$ cat config.mk
export PLATFORM = sky130hd
export DESIGN_NAME = rca
export DESIGN_NICKNAME = d
export VERILOG_FILES = /design/src/rtl/rca.sv
export SDC_FILE = /design/constraint.sdc
export NUM_CORES = 1
export LEC_CHECK = 0
export BUFFER_PORTS_ARGS = -buffer_cell sky130_fd_sc_hd__buf_2
export CORE_AREA = 2 2 39 41
export DETAILED_ROUTE_END_ITERATION = 12
export DIE_AREA = 0 0 41 43
export SETUP_SLACK_MARGIN = 0.15
export SYNTH_ARGS = -nofsm -noshare
export SYNTH_HDL_FRONTEND = slang
export SYNTH_SLANG_ARGS = --single-unit
$ cat constraint.sdc
create_clock -name clk_i -period 8.2 [get_ports clk_i]
set_input_delay 1.64 -clock clk_i [delete_from_list [all_inputs] [get_ports clk_i]]
set_output_delay 1.64 -clock clk_i [all_outputs]
set_load 0.02 [all_outputs]
$ cat src/rtl/rca.sv
// Ripple-carry adder with combinational outputs and a registered result stage.
// The adder is an explicit chain of full-adder cells. The registered copy
// loads one result for each cycle in which valid_i is high.
module rca #(
  parameter int WIDTH = 4
) (
  input  logic             clk_i,
  input  logic             rst_ni,
  input  logic [WIDTH-1:0] a_i,
  input  logic [WIDTH-1:0] b_i,
  input  logic             carry_i,
  input  logic             valid_i,
  output logic [WIDTH-1:0] sum_o,
  output logic             carry_o,
  output logic             overflow_o,
  output logic [WIDTH-1:0] sum_q_o,
  output logic             carry_q_o,
  output logic             overflow_q_o,
  output logic             valid_o
);

  // carry_chain[i] is the carry into bit i; carry_chain[WIDTH] leaves the MSB
  logic [WIDTH:0] carry_chain;

  assign carry_chain[0] = carry_i;

  // One full-adder cell per bit, each fed by the carry of the cell below it
  for (genvar i = 0; i < WIDTH; i++) begin : g_fa
    assign sum_o[i]           = a_i[i] ^ b_i[i] ^ carry_chain[i];
    assign carry_chain[i+1]   = (a_i[i] & b_i[i]) | (carry_chain[i] & (a_i[i] ^ b_i[i]));
  end

  // Signed overflow: the carries into and out of the MSB disagree
  assign carry_o    = carry_chain[WIDTH];
  assign overflow_o = carry_chain[WIDTH-1] ^ carry_chain[WIDTH];

  // Capture the adder result when valid_i is high; reset wins over valid_i
  always_ff @(posedge clk_i) begin
    if (!rst_ni) begin
      sum_q_o      <= '0;
      carry_q_o    <= 1'b0;
      overflow_q_o <= 1'b0;
      valid_o      <= 1'b0;
    end else if (valid_i) begin
      sum_q_o      <= sum_o;
      carry_q_o    <= carry_o;
      overflow_q_o <= overflow_o;
      valid_o      <= 1'b1;
    end else begin
      valid_o      <= 1'b0;
    end
  end

endmodule

* After elaboration in Yosys (flattened, before gate mapping)
Cells that the tools add are included. W data, S select, Z words.
Operators by class: add/sub/neg operators 0, shift-type cells 0, muxes and demuxes 1, reduce and logical (&&, ||, !) cells 0, divide/modulo/power cells 0, equal/unequal tests 0, order comparisons 0, bitwise gates (word level) 21, multipliers 0
Operator list (number):
- $xor A1 B1 Y1 | 9
- $and A1 B1 Y1 | 8
- $or A1 B1 Y1 | 4
- $mux W1 | 1
Storage, ports and cells: input port bits 12, output and inout port bits 13, latch bits 0, register bits 7, bits in read-only memories 0, RAM bits 0, memories kept 0, logic and storage cells 26

* Depth between registers and ports, before layout
depth in word-level cells 10, depth in mapped cells 9, mapped depth without buffers 9

* Least setup slack after synthesis
Ideal clock, no wire load.
kind input to output, start input port a_i[0], end output port overflow_o, arrival 3.332 ns, path buffers 0, data required time 6.560 ns, setup slack 3.228 ns, cell stages on the path 8, path through fa_1 inv_1 fa_1 inv_1 fa_1 inv_1 fa_1 xnor2_1
Between the ends: longest elaborated chain between the ends 10, elaborated cells between the ends (all ways) 11, classes of those cells 11 x bitwise
RTL lines:
- from (decl) | RTL line 9 | input logic [WIDTH-1:0] a_i,
- $xor A1 B1 Y1 | RTL line 30 | assign carry_chain[i+1] = (a_i[i] & b_i[i]) | (carry_chain[i] & (a_i[i] ^ b_i[i]));
- $and A1 B1 Y1 | RTL line 30
- $or A1 B1 Y1 (*) | RTL line 30
- $and A1 B1 Y1 (*) | RTL line 30
- $or A1 B1 Y1 (*) | RTL line 30
- $and A1 B1 Y1 (*) | RTL line 30
- $or A1 B1 Y1 (*) | RTL line 30
- $and A1 B1 Y1 | RTL line 30
- $or A1 B1 Y1 | RTL line 30
- $xor A1 B1 Y1 (*) | RTL line 35 | assign overflow_o = carry_chain[WIDTH-1] ^ carry_chain[WIDTH];
- to (decl) | RTL line 15 | output logic overflow_o,
Mark *: on every way between the ends. The rest lies on a longest branch, timed or not.

* Worst setup path in the final report
start input port a_i[0], end output port sum_o[3]
Between the ends: longest elaborated chain between the ends 8, elaborated cells between the ends (all ways) 9, classes of those cells 9 x bitwise
RTL lines:
- $xor A1 B1 Y1 | RTL line 30
- $and A1 B1 Y1 | RTL line 30
- $or A1 B1 Y1 (*) | RTL line 30
- $and A1 B1 Y1 (*) | RTL line 30
- $or A1 B1 Y1 (*) | RTL line 30
- $and A1 B1 Y1 (*) | RTL line 30
- $or A1 B1 Y1 (*) | RTL line 30
- $xor A1 B1 Y1 (*) | RTL line 29 | assign sum_o[i] = a_i[i] ^ b_i[i] ^ carry_chain[i];
- to (decl) | RTL line 13 | output logic [WIDTH-1:0] sum_o,
Marked as above.

==> metrics.txt <==
outcome finished clean; setup TNS 0 ns; Synth top area share 37.3%; pin count of the biggest net entering global routing 11; Max H-tree Level 1; vias in the first global route 284; Hold Path Class reg2reg; Reg area 140 um2; postcts setup bufs 0; CP Launch Type input pin; Pwr Density 198 mW/mm2; synthesized net count 52; total congestion overflow 0; Syn Area/Cell 10.4 um2; mapped cell area 375 um2; first-pass GRT wire length 993 um; Cells after Synth 36; residual DRC count 0; Diodes inserted 0; total wire length after detailed routing 694 um; overall routing resource usage 8.68%; unique cell type count in the Yosys netlist 11; row cnt 14; Fin Hold WS 0.474 ns; min cycle time layout 5.21 ns; r2r setup slk 7.45 ns; WP buf/inv 6; Worst-Margin Slew 0.257 ns; Horiz. Die Dim 41 um; clock root buffer master clkbuf_4; post-synth top area cell dfxtp_1; synth warn 0; worst hold start sum_q_o[1]; RR Endpoint overflow_q_o; Clock Pin Slew Worst Setup and Hold Paths 0.05 ns; post-route ant nets 0; Worst Setup End Kind output pin; die area 0.00176 mm2; max frequency 0.192 GHz; dpl hpwl 593 um; area of the multi-input gates 186 um2; final count of pins violating max slew 0; P_leak 0.322 nW; via count 318; final setup vio count 0; PnR worst setup slack 2.99 ns; crit path kind in2out; Final Hold Viols 0; crit path max fanout 2; initial antenna violation count 0; Wirelength per Cell 8.78 um; Max Root-Sink Buffers 2; commonest non-fill, non-tap cells in the layout buf_2, inv_1, dfxtp_1, fa_1; DP Worst Slack 2.97 ns; number of synthesized register bits 7; peak supply drop 0.110 mV; Die Y 43 um; Port Buffer Count 24; RR Startpoint overflow_q_o; CTS sink count 7; DR iter-0 viols 2; Gates resized, CTS repair 0; CTS tree yes; Max Cap Viol 0; # fillers 145; CP delay by family, top adder cells; WHS Endpoint sum_q_o[1]; hold-critical path depth 1; CP Cell Sequence buf_2 -> fa_1 -> inv_1 -> fa_1 -> inv_1 -> fa_1 -> inv_1 -> fa_1 -> inv_1 -> buf_2; crit path DAT 3.57 ns; Num CTS Buffers 3; register area share after synthesis 37.3%; TritonRoute pass-1 iters 2; crit path max-delay cell type fa_1; period utilisation layout 63.6%; synth top area cells dfxtp_1, fa_1, inv_1; DR vias/cell 4.03; hold buffer count at cts 0; num ports 25; Area Growth Syn to Fin 41.3%; Crit path required time 6.56 ns; gpl congestion 0.606; worst reg2reg path depth 2; Initial Util 27.1%; commonest non-fill, non-tap cell in the layout buf_2; RSZ-0062 raised after global routing false; Worst-Skew Late Latency 0.25 ns; Core ar. 0.00138 mm2; Worst slew margin 82.8%; clk_skew 0 ns; share of cells above drive strength 1 44.4%; final net count 80; Crit path largest cell delay 0.42 ns
[stage by stage]
stage	area [um2]	std cells	util [%]	power (mW)
after detailed placement	504	75	36.4	0.0753
after CTS	531	79	38.3	0.107
after global placement	504	75	36.4	0.0748
final	531	79	38.3	0.105
after floorplan	375	36	-	0.0636
after global routing	531	79	38.3	0.114
[power by group]
part | leakage, nW | switching, mW | total [mW] | internal (mW)
clock | 0.0150 | 0.0125 | 0.0311 | 0.0186
sequential | 0.0581 | 0.00128 | 0.0385 | 0.0372
combinational | 0.249 | 0.0215 | 0.0356 | 0.0141
total | 0.322 | 0.0353 | 0.105 | 0.0699
[per-layer routing]
metal,track usage (%),share of wire [%]
met5,0,0
met1,8.50,43
met3,7.85,14
met2,13.1,43
met4,2.00,0
[area by class of cell]
class                           instances  share of cell area (%)
Clock buffer                            4                    4.95
Multi-Input combinational cell         18                    35.1
Inverter                               10                    7.08
Tap cell                               16                    3.77
Timing Repair Buffer                   24                    22.6
Sequential cell                         7                    26.4
[cell families (layout without fill, tap and decap cells)]
| family | after synthesis | in the layout | share of synthesized area [%] |
|---|---|---|---|
| AO/OA/AOI/OAI | 4 | 4 | 10.3 |
| adder cells (fa/ha/maj) | 4 | 4 | 21.3 |
| buffers and inverters | 11 | 38 | 13.0 |
| flip-flops | 7 | 7 | 37.3 |
| XOR/XNOR | 1 | 1 | 2.33 |
| AND/OR/NAND/NOR | 7 | 7 | 10.3 |
| multiplexers | 2 | 2 | 5.33 |
[Yosys cell counts (all sizes together)]
| cell type | count |
|---|---|
| nor2b | 3 |
| a22o | 1 |
| dfxtp | 7 |
| and2 | 1 |
| o211a | 3 |
| fa | 4 |
| nand2 | 3 |
| xnor2 | 1 |
| buf | 1 |
| mux2i | 2 |
| inv | 10 |
[state kept, by name, indices dropped and copies added, names as in the netlist]
name          cells
sum_q_o           4
valid_o           1
carry_q_o         1
overflow_q_o      1
[worst max path at each step]
stage | from | end | slack, ns | cells past startpoint
2_1_floorplan | a_i[0] | overflow_o | 3.23 | 8
3_3_place_gp | a_i[0] | sum_o[3] | 3.01 | 10
3_5_place_dp | a_i[0] | sum_o[3] | 2.97 | 10
4_1_cts | a_i[0] | sum_o[3] | 2.96 | 10
5_1_grt | a_i[0] | sum_o[3] | 2.89 | 10
6_report | a_i[0] | sum_o[3] | 2.99 | 10
No activity file was read; power rests on OpenSTA's default activity.
